$ cat src/rtl/axil2wbsp_rr_if.sv
// Bus bundle for the AXI-lite to Wishbone bridge.
// Holds the AXI-lite slave channels (AW, W, B, AR, R) and the pipelined
// Wishbone master signals. Signal names keep their bridge-relative prefixes:
// i_* is driven into the bridge and o_* is driven by the bridge.
//   slave  : the bridge's view (AXI-lite slave port, Wishbone master port)
//   master : the environment's view (AXI-lite master, Wishbone peripheral)
interface axil2wbsp_rr_if #(
  parameter int DW     = 32,
  parameter int AXI_AW = 28,
  parameter int WB_AW  = AXI_AW - $clog2(DW/8)
);
  logic              i_axi_awvalid;
  logic              o_axi_awready;
  logic [AXI_AW-1:0] i_axi_awaddr;
  logic [2:0]        i_axi_awprot;
  logic              i_axi_wvalid;
  logic              o_axi_wready;
  logic [DW-1:0]     i_axi_wdata;
  logic [DW/8-1:0]   i_axi_wstrb;
  logic              o_axi_bvalid;
  logic              i_axi_bready;
  logic [1:0]        o_axi_bresp;
  logic              i_axi_arvalid;
  logic              o_axi_arready;
  logic [AXI_AW-1:0] i_axi_araddr;
  logic [2:0]        i_axi_arprot;
  logic              o_axi_rvalid;
  logic              i_axi_rready;
  logic [DW-1:0]     o_axi_rdata;
  logic [1:0]        o_axi_rresp;

  logic              o_wb_cyc;
  logic              o_wb_stb;
  logic              o_wb_we;
  logic [WB_AW-1:0]  o_wb_addr;
  logic [DW-1:0]     o_wb_data;
  logic [DW/8-1:0]   o_wb_sel;
  logic              i_wb_stall;
  logic              i_wb_ack;
  logic              i_wb_err;
  logic [DW-1:0]     i_wb_data;

  modport slave (
    input  i_axi_awvalid, i_axi_awaddr, i_axi_awprot,
    input  i_axi_wvalid, i_axi_wdata, i_axi_wstrb, i_axi_bready,
    input  i_axi_arvalid, i_axi_araddr, i_axi_arprot, i_axi_rready,
    output o_axi_awready, o_axi_wready, o_axi_bvalid, o_axi_bresp,
    output o_axi_arready, o_axi_rvalid, o_axi_rdata, o_axi_rresp,
    output o_wb_cyc, o_wb_stb, o_wb_we, o_wb_addr, o_wb_data, o_wb_sel,
    input  i_wb_stall, i_wb_ack, i_wb_err, i_wb_data
  );

  modport master (
    output i_axi_awvalid, i_axi_awaddr, i_axi_awprot,
    output i_axi_wvalid, i_axi_wdata, i_axi_wstrb, i_axi_bready,
    output i_axi_arvalid, i_axi_araddr, i_axi_arprot, i_axi_rready,
    input  o_axi_awready, o_axi_wready, o_axi_bvalid, o_axi_bresp,
    input  o_axi_arready, o_axi_rvalid, o_axi_rdata, o_axi_rresp,
    input  o_wb_cyc, o_wb_stb, o_wb_we, o_wb_addr, o_wb_data, o_wb_sel,
    output i_wb_stall, i_wb_ack, i_wb_err, i_wb_data
  );
endinterface

$ cat src/rtl/axil2wbsp_rr.sv
// Serialising AXI-lite slave to pipelined Wishbone master bridge with an
// internal read/write arbiter, a Wishbone response timeout, and distinct AXI
// responses for WB err (SLVERR) and timeout / disabled direction (DECERR).
// One transaction is in flight at a time.
// Ports:
//   i_clk   : system clock
//   i_reset : synchronous active-high reset
//   bus     : axil2wbsp_rr_if.slave -- AXI-lite AW/W/B/AR/R channels and
//             Wishbone cyc/stb/we/addr/data/sel/stall/ack/err/data
// OPT_READONLY and OPT_WRITEONLY must not both be set.
module axil2wbsp_rr #(
  parameter int         C_AXI_DATA_WIDTH = 32,
  parameter int         C_AXI_ADDR_WIDTH = 28,
  parameter logic [1:0] OPT_ARB          = 2'b00,
  parameter int         TIMEOUT          = 1024,
  parameter bit         OPT_READONLY     = 1'b0,
  parameter bit         OPT_WRITEONLY    = 1'b0
) (
  input logic           i_clk,
  input logic           i_reset,
  axil2wbsp_rr_if.slave bus
);
  localparam int DW  = C_AXI_DATA_WIDTH;
  localparam int LSB = $clog2(DW/8);
  localparam int AW  = C_AXI_ADDR_WIDTH - LSB;
  localparam int TW  = (TIMEOUT > 0) ? $clog2(TIMEOUT + 1) : 1;
  localparam logic [TW-1:0] TLAST = (TIMEOUT > 0) ? TW'(TIMEOUT - 1) : '0;

  localparam logic [1:0] S_IDLE = 2'd0;
  localparam logic [1:0] S_REQ  = 2'd1;
  localparam logic [1:0] S_WAIT = 2'd2;
  localparam logic [1:0] S_RESP = 2'd3;

  localparam logic [1:0] RESP_OKAY   = 2'b00;
  localparam logic [1:0] RESP_SLVERR = 2'b10;
  localparam logic [1:0] RESP_DECERR = 2'b11;

  logic [1:0]      state_q, state_d;
  logic            cyc_q, cyc_d, stb_q, stb_d, we_q, we_d;
  logic [AW-1:0]   addr_q, addr_d;
  logic [DW-1:0]   data_q, data_d, rdata_q, rdata_d;
  logic [DW/8-1:0] sel_q, sel_d;
  logic [1:0]      resp_q, resp_d;
  logic            bvalid_q, bvalid_d, rvalid_q, rvalid_d;
  logic [TW-1:0]   tcnt_q, tcnt_d;
  logic            rd_next_q, rd_next_d;

  logic wr_req, rd_req, pick_rd, grant_wr, grant_rd, wb_done, timed_out;

  // Protection bits carry no meaning here; address bits are consumed below.
  logic unused_inputs;
  assign unused_inputs = ^{bus.i_axi_awprot, bus.i_axi_arprot,
                           bus.i_axi_awaddr, bus.i_axi_araddr};

  always_comb begin
    wr_req = bus.i_axi_awvalid && bus.i_axi_wvalid;
    rd_req = bus.i_axi_arvalid;
    case (OPT_ARB)
      2'b01:   pick_rd = 1'b1;
      2'b10:   pick_rd = 1'b0;
      default: pick_rd = rd_next_q;
    endcase
    grant_rd  = (state_q == S_IDLE) && rd_req && (!wr_req || pick_rd);
    grant_wr  = (state_q == S_IDLE) && wr_req && (!rd_req || !pick_rd);
    wb_done   = cyc_q && (bus.i_wb_ack || bus.i_wb_err);
    timed_out = (TIMEOUT != 0) && cyc_q && !wb_done && (tcnt_q == TLAST);
  end

  always_comb begin
    state_d   = state_q;
    cyc_d     = cyc_q;
    stb_d     = stb_q;
    we_d      = we_q;
    addr_d    = addr_q;
    data_d    = data_q;
    sel_d     = sel_q;
    rdata_d   = rdata_q;
    resp_d    = resp_q;
    bvalid_d  = bvalid_q;
    rvalid_d  = rvalid_q;
    tcnt_d    = tcnt_q;
    rd_next_d = rd_next_q;
    case (state_q)
      S_IDLE: begin
        tcnt_d = '0;
        if (grant_wr || grant_rd) begin
          // Serving a write makes a read the preferred next grant and vice versa.
          rd_next_d = grant_wr;
          we_d      = grant_wr;
          addr_d    = grant_wr ? bus.i_axi_awaddr[C_AXI_ADDR_WIDTH-1:LSB]
                               : bus.i_axi_araddr[C_AXI_ADDR_WIDTH-1:LSB];
          data_d    = bus.i_axi_wdata;
          sel_d     = grant_wr ? bus.i_axi_wstrb : '1;
          if ((grant_wr && OPT_READONLY) || (grant_rd && OPT_WRITEONLY)) begin
            // Disabled direction: answer immediately without touching the bus.
            state_d  = S_RESP;
            resp_d   = RESP_DECERR;
            rdata_d  = '0;
            bvalid_d = grant_wr;
            rvalid_d = grant_rd;
          end else begin
            state_d = S_REQ;
            cyc_d   = 1'b1;
            stb_d   = 1'b1;
          end
        end
      end
      S_REQ, S_WAIT: begin
        if (wb_done || timed_out) begin
          state_d  = S_RESP;
          cyc_d    = 1'b0;
          stb_d    = 1'b0;
          tcnt_d   = '0;
          bvalid_d = we_q;
          rvalid_d = !we_q;
          // err outranks ack; anything else reaching here is a timeout.
          if (wb_done) resp_d = bus.i_wb_err ? RESP_SLVERR : RESP_OKAY;
          else         resp_d = RESP_DECERR;
          rdata_d = (wb_done && !bus.i_wb_err && !we_q) ? bus.i_wb_data : '0;
        end else begin
          tcnt_d = tcnt_q + 1'b1;
          if ((state_q == S_REQ) && !bus.i_wb_stall) begin
            stb_d   = 1'b0;
            state_d = S_WAIT;
          end
        end
      end
      default: begin
        if ((bvalid_q && bus.i_axi_bready) || (rvalid_q && bus.i_axi_rready)) begin
          state_d  = S_IDLE;
          bvalid_d = 1'b0;
          rvalid_d = 1'b0;
        end
      end
    endcase
  end

  always_ff @(posedge i_clk) begin
    if (i_reset) begin
      state_q   <= S_IDLE;
      cyc_q     <= 1'b0;
      stb_q     <= 1'b0;
      we_q      <= 1'b0;
      addr_q    <= '0;
      data_q    <= '0;
      sel_q     <= '0;
      rdata_q   <= '0;
      resp_q    <= RESP_OKAY;
      bvalid_q  <= 1'b0;
      rvalid_q  <= 1'b0;
      tcnt_q    <= '0;
      rd_next_q <= 1'b1;
    end else begin
      state_q   <= state_d;
      cyc_q     <= cyc_d;
      stb_q     <= stb_d;
      we_q      <= we_d;
      addr_q    <= addr_d;
      data_q    <= data_d;
      sel_q     <= sel_d;
      rdata_q   <= rdata_d;
      resp_q    <= resp_d;
      bvalid_q  <= bvalid_d;
      rvalid_q  <= rvalid_d;
      tcnt_q    <= tcnt_d;
      rd_next_q <= rd_next_d;
    end
  end

  assign bus.o_axi_awready = grant_wr;
  assign bus.o_axi_wready  = grant_wr;
  assign bus.o_axi_arready = grant_rd;
  assign bus.o_axi_bvalid  = bvalid_q;
  assign bus.o_axi_bresp   = resp_q;
  assign bus.o_axi_rvalid  = rvalid_q;
  assign bus.o_axi_rdata   = rdata_q;
  assign bus.o_axi_rresp   = resp_q;
  assign bus.o_wb_cyc      = cyc_q;
  assign bus.o_wb_stb      = stb_q;
  assign bus.o_wb_we       = we_q;
  assign bus.o_wb_addr     = addr_q;
  assign bus.o_wb_data     = data_q;
  assign bus.o_wb_sel      = sel_q;
endmodule

$ cat src/flat_wrapper.sv
// flat-port wrapper written by rule: the top's interface ports become plain ports
module axil2wbsp_rr_flat 
#(
  parameter int         C_AXI_DATA_WIDTH = 32,
  parameter int         C_AXI_ADDR_WIDTH = 28,
  parameter logic [1:0] OPT_ARB          = 2'b00,
  parameter int         TIMEOUT          = 1024,
  parameter bit         OPT_READONLY     = 1'b0,
  parameter bit         OPT_WRITEONLY    = 1'b0
)
  (i_clk, i_reset, bus_i_axi_awvalid, bus_i_axi_awaddr, bus_i_axi_awprot, bus_i_axi_wvalid, bus_i_axi_wdata, bus_i_axi_wstrb, bus_i_axi_bready, bus_i_axi_arvalid, bus_i_axi_araddr, bus_i_axi_arprot, bus_i_axi_rready, bus_o_axi_awready, bus_o_axi_wready, bus_o_axi_bvalid, bus_o_axi_bresp, bus_o_axi_arready, bus_o_axi_rvalid, bus_o_axi_rdata, bus_o_axi_rresp, bus_o_wb_cyc, bus_o_wb_stb, bus_o_wb_we, bus_o_wb_addr, bus_o_wb_data, bus_o_wb_sel, bus_i_wb_stall, bus_i_wb_ack, bus_i_wb_err, bus_i_wb_data);
  axil2wbsp_rr_if #(.DW((32)), .AXI_AW((28))) bus_i ();
  input logic i_clk;
  input logic i_reset;
  input wire logic [$bits(bus_i.i_axi_awvalid)-1:0] bus_i_axi_awvalid;
  input wire logic [$bits(bus_i.i_axi_awaddr)-1:0] bus_i_axi_awaddr;
  input wire logic [$bits(bus_i.i_axi_awprot)-1:0] bus_i_axi_awprot;
  input wire logic [$bits(bus_i.i_axi_wvalid)-1:0] bus_i_axi_wvalid;
  input wire logic [$bits(bus_i.i_axi_wdata)-1:0] bus_i_axi_wdata;
  input wire logic [$bits(bus_i.i_axi_wstrb)-1:0] bus_i_axi_wstrb;
  input wire logic [$bits(bus_i.i_axi_bready)-1:0] bus_i_axi_bready;
  input wire logic [$bits(bus_i.i_axi_arvalid)-1:0] bus_i_axi_arvalid;
  input wire logic [$bits(bus_i.i_axi_araddr)-1:0] bus_i_axi_araddr;
  input wire logic [$bits(bus_i.i_axi_arprot)-1:0] bus_i_axi_arprot;
  input wire logic [$bits(bus_i.i_axi_rready)-1:0] bus_i_axi_rready;
  output wire logic [$bits(bus_i.o_axi_awready)-1:0] bus_o_axi_awready;
  output wire logic [$bits(bus_i.o_axi_wready)-1:0] bus_o_axi_wready;
  output wire logic [$bits(bus_i.o_axi_bvalid)-1:0] bus_o_axi_bvalid;
  output wire logic [$bits(bus_i.o_axi_bresp)-1:0] bus_o_axi_bresp;
  output wire logic [$bits(bus_i.o_axi_arready)-1:0] bus_o_axi_arready;
  output wire logic [$bits(bus_i.o_axi_rvalid)-1:0] bus_o_axi_rvalid;
  output wire logic [$bits(bus_i.o_axi_rdata)-1:0] bus_o_axi_rdata;
  output wire logic [$bits(bus_i.o_axi_rresp)-1:0] bus_o_axi_rresp;
  output wire logic [$bits(bus_i.o_wb_cyc)-1:0] bus_o_wb_cyc;
  output wire logic [$bits(bus_i.o_wb_stb)-1:0] bus_o_wb_stb;
  output wire logic [$bits(bus_i.o_wb_we)-1:0] bus_o_wb_we;
  output wire logic [$bits(bus_i.o_wb_addr)-1:0] bus_o_wb_addr;
  output wire logic [$bits(bus_i.o_wb_data)-1:0] bus_o_wb_data;
  output wire logic [$bits(bus_i.o_wb_sel)-1:0] bus_o_wb_sel;
  input wire logic [$bits(bus_i.i_wb_stall)-1:0] bus_i_wb_stall;
  input wire logic [$bits(bus_i.i_wb_ack)-1:0] bus_i_wb_ack;
  input wire logic [$bits(bus_i.i_wb_err)-1:0] bus_i_wb_err;
  input wire logic [$bits(bus_i.i_wb_data)-1:0] bus_i_wb_data;
  assign bus_i.i_axi_awvalid = bus_i_axi_awvalid;
  assign bus_i.i_axi_awaddr = bus_i_axi_awaddr;
  assign bus_i.i_axi_awprot = bus_i_axi_awprot;
  assign bus_i.i_axi_wvalid = bus_i_axi_wvalid;
  assign bus_i.i_axi_wdata = bus_i_axi_wdata;
  assign bus_i.i_axi_wstrb = bus_i_axi_wstrb;
  assign bus_i.i_axi_bready = bus_i_axi_bready;
  assign bus_i.i_axi_arvalid = bus_i_axi_arvalid;
  assign bus_i.i_axi_araddr = bus_i_axi_araddr;
  assign bus_i.i_axi_arprot = bus_i_axi_arprot;
  assign bus_i.i_axi_rready = bus_i_axi_rready;
  assign bus_o_axi_awready = bus_i.o_axi_awready;
  assign bus_o_axi_wready = bus_i.o_axi_wready;
  assign bus_o_axi_bvalid = bus_i.o_axi_bvalid;
  assign bus_o_axi_bresp = bus_i.o_axi_bresp;
  assign bus_o_axi_arready = bus_i.o_axi_arready;
  assign bus_o_axi_rvalid = bus_i.o_axi_rvalid;
  assign bus_o_axi_rdata = bus_i.o_axi_rdata;
  assign bus_o_axi_rresp = bus_i.o_axi_rresp;
  assign bus_o_wb_cyc = bus_i.o_wb_cyc;
  assign bus_o_wb_stb = bus_i.o_wb_stb;
  assign bus_o_wb_we = bus_i.o_wb_we;
  assign bus_o_wb_addr = bus_i.o_wb_addr;
  assign bus_o_wb_data = bus_i.o_wb_data;
  assign bus_o_wb_sel = bus_i.o_wb_sel;
  assign bus_i.i_wb_stall = bus_i_wb_stall;
  assign bus_i.i_wb_ack = bus_i_wb_ack;
  assign bus_i.i_wb_err = bus_i_wb_err;
  assign bus_i.i_wb_data = bus_i_wb_data;
  axil2wbsp_rr #(.C_AXI_DATA_WIDTH(C_AXI_DATA_WIDTH), .C_AXI_ADDR_WIDTH(C_AXI_ADDR_WIDTH), .OPT_ARB(OPT_ARB), .TIMEOUT(TIMEOUT), .OPT_READONLY(OPT_READONLY), .OPT_WRITEONLY(OPT_WRITEONLY)) u_core (.i_clk(i_clk), .i_reset(i_reset), .bus(bus_i));
endmodule
$ cat config.mk
export PLATFORM = sky130hd
export DESIGN_NAME = axil2wbsp_rr_flat
export DESIGN_NICKNAME = d
export VERILOG_FILES = /design/src/rtl/axil2wbsp_rr_if.sv /design/src/rtl/axil2wbsp_rr.sv /design/src/flat_wrapper.sv
export SDC_FILE = /design/constraint.sdc
export NUM_CORES = 1
export LEC_CHECK = 0
export BUFFER_PORTS_ARGS = -buffer_cell sky130_fd_sc_hd__buf_2
export CAP_MARGIN = 20
export CORE_MARGIN = 4
export CORE_UTILIZATION = 41
export DETAILED_ROUTE_END_ITERATION = 10
export PLACE_DENSITY = 0.85
export SYNTH_ARGS = -nofsm -noshare
export SYNTH_HDL_FRONTEND = slang
export SYNTH_SLANG_ARGS = --single-unit
export TNS_END_PERCENT = 5
$ cat constraint.sdc
create_clock -name i_clk -period 1.9 [get_ports i_clk]
set_clock_uncertainty 0.05 [all_clocks]
set_input_delay 0.19 -clock i_clk [delete_from_list [all_inputs] [get_ports i_clk]]
set_output_delay 0.19 -clock i_clk [all_outputs]
set_load 0.01 [all_outputs]
==> impl_results.md <==
- Outcome: completed
- Clock latency on the worst-skew pair: 0.41 ns
- Hpwl dp: 9600 um
- Die Y: 116 um
- Biggest area consumer among synthesized cells: dfxtp_1
- Initial antenna violation count: 0
- Post-synth ARST share: 0%
- Top-count cell post-synth: dfxtp_1
- Synth top cells by count: 115 x dfxtp_1, 65 x nor2_1, 62 x mux2i_1
- VDD IR-drop max: 0.000832 V
- Die X: 116 um
- Sequential fraction of the synthesis area: 48.0%
- R2R Path End: u_core.bus.o_axi_rdata[26]
- Slew @ Worst Pin: 0.501 ns
- Vias/cell: 5.32
- Total gr overflow: 0
- FF+latch count, synth: 115
- Ports: 246
- Crit end category: flip-flop
- Row count: 39
- TritonCTS buffer count: 17
- Final slew viol count: 0
- Static Leak: 0.00344 uW
- Crit path required time: 2.14 ns
- Core Box Area: 11400 um2
- Post-Syn Area: 4800 um2
- Total wire length: 15400 um
- Number of global-route vias before repair: 4804
- # H-tree levels: 4
- Post-synth top area share: 48.0%
- Syn avg cell area: 9.42 um2
- Maximum number of pins on one net before global-route repair: 51
- Hold Path Sink: u_core.bus.o_axi_rdata[5]
- Layout net count: 939
- ANT cells: 0
- Tcrit/Tclk final: 98.0%
- Ys flop type: dfxtp_1
- RSZ-0062 raised after global routing: true
- Share of layout cells above drive strength 1: 39.8%
- Min cycle time layout: 1.86 ns
- Pre-antenna DRT Iters: 5
- Starting Density: 42.0%
- First-pass GRT wire length: 23200 um
- CTS tree: done
- Final setup vio count: 0
- Synthesized Nets: 654
- Total power: 8950 uW
- Slew Limit Headroom: 66.6%
- Final hold violation count: 0
- EDFF count, synth: 0
- WHS Path Cells: 3
- Mapped Cells: 509
- Reg-to-reg critical path startpoint: u_core.state_q[0]
- Synth unique cells: 47
- Hold path startpoint: bus_i_wb_data[5]
- Clk slew on worst S/H paths: 0.06 ns
- Critical Path Fanout Max: 7
- CTS Sinks: 115
- Maximum root-to-sink buffer count: 2
- Synth warn: 0
- Antenna Nets Post-Route: 0
- R2R depth: 8
- Placer congestion estimate: 0.820
- Worst EP arrival: 2.10 ns
- Fmax: 537 MHz
- DRC: 0
- R2R setup slack: 0.04 ns
- Max cap viols: 0
- Total track usage: 21.7%
- Setup TNS: 0 ns
- IO Port Bufs: 235
- Root Driver: clkbuf_16
- Initial DRC Count: 404
- Die Area: 13500 um2
- Syn-to-layout area delta: 54.6%
- Worst hold path class: in -> reg
- Startpoint Class: flip-flop
- Post-Route Utilization: 65.0%
- Vias: 5053
- Cell Pwr Density: 1210 nW/um2
- WL/cell: 16.2 um
- Synth top area cells: dfxtp_1 48%, mux2i_1 13%, nor2_1 5.1%
- Critical path class: reg -> reg
-- per-layer routing --
layer	global-route usage, %	vias to the layer above	share of wire (%)
li1	-	2421	-
met1	26.5	2338	39
met2	35.1	245	49
met3	6.79	49	8.3
met4	10.2	0	3.5
met5	0	-	0
-- logic make-up after synthesis --
kind of cell,after synthesis,share of synthesized area (%)
AOI/OAI and AO/OA,85,11.8
xor gates and xnor gates,9,1.64
muxes,62,12.9
buffers and inverters,56,5.53
DFF,115,48.0
and+or+nand+nor,177,18.8
adders and majority gates,5,1.30
-- sequential cells by signal, indices dropped and copies added (netlist names) --
register,count
u_core.bus.o_wb_addr,26
u_core.state_q,2
u_core.tcnt_q,11
u_core.bus.o_wb_sel,4
u_core.bus.o_wb_we,1
u_core.bus.o_wb_data,32
u_core.bus.o_wb_stb,1
u_core.bus.o_axi_rdata,32
u_core.bus.o_wb_cyc,1
u_core.bus.o_axi_bresp,2
u_core.bus.o_axi_rvalid,1
u_core.pick_rd,1
u_core.bus.o_axi_bvalid,1
-- power breakdown --
part,leakage [uW],switching [uW],internal (uW)
sequential,0.000941,232,2840
clock,0.000270,1190,1800
combinational,0.00223,1560,1320
total,0.00344,2990,5960
-- worst max path at each step --
stage	from	to	slack, ns	cells after the start
floorplan	u_core.state_q[0]	bus_o_axi_wready	0.06	8
global placement	u_core.state_q[0]	u_core.state_q[0]	0.07	6
detailed placement	u_core.state_q[0]	u_core.state_q[0]	0.03	6
CTS	u_core.state_q[1]	bus_o_axi_wready	0.01	6
global route	u_core.state_q[0]	u_core.bus.o_axi_rdata[30]	-0.03	8
finish	u_core.state_q[0]	u_core.bus.o_axi_rdata[26]	0.04	8
-- critical path, stage by stage (launching register included) --
cell	delay (ns)
dfxtp_2	0.33
inv_2	0.05
ha_4	0.28
nand3_2	0.05
or4_4	0.51
buf_12	0.16
clkbuf_16	0.15
nand3_1	0.10
a21oi_2	0.06
-- layout by cell type (no fill, tap or decap), types with 19 or more instances in the layout --
cell and n:
a211oi_1 26, clkbuf_16 19, nor2_1 64, nand3_1 35
nand4_1 33, buf_2 235, a21oi_1 33, mux2i_1 62
dlygate4sd3_1 49, dfxtp_1 113
-- cell type report --
cell class                 instances  area (um2)
clock inverter                    15         134
inverter                           8        30.0
timing repair buffer             314        2060
multi-input combinational        338        2280
sequential                       115        2300
clock buffer                      17         425
tap                              143         179
fill                             900        4000
-- per-stage QoR --
| step | setup slack, ns | instance area, um2 | hold WS (ns) | std cells |
|---|---|---|---|---|
| global route | -0.0321 | 7420 | 0.00524 | 950 |
| CTS | 0.00959 | 7280 | 0.000328 | 942 |
| floorplan | 0.0607 | 4800 | 0.284 | 509 |
| global placement | 0.0720 | 6160 | 0.370 | 858 |
| detailed placement | 0.0295 | 6160 | 0.377 | 858 |
| finish | 0.0389 | 7420 | 0.0125 | 950 |
-- what timing repair did --
| item | CTS | global route |
|---|---|---|
| hold buffers | 49 | 0 |
| hold endpoints to repair | 49 | 0 |
| cloned | 1 | 3 |
| setup endpoints to repair | 3 | 13 |
| resized for setup | 4 | 11 |
| pin swaps | 0 | 3 |
| buffers inserted | 2 | 5 |
(Power assumes the default switching activity.)
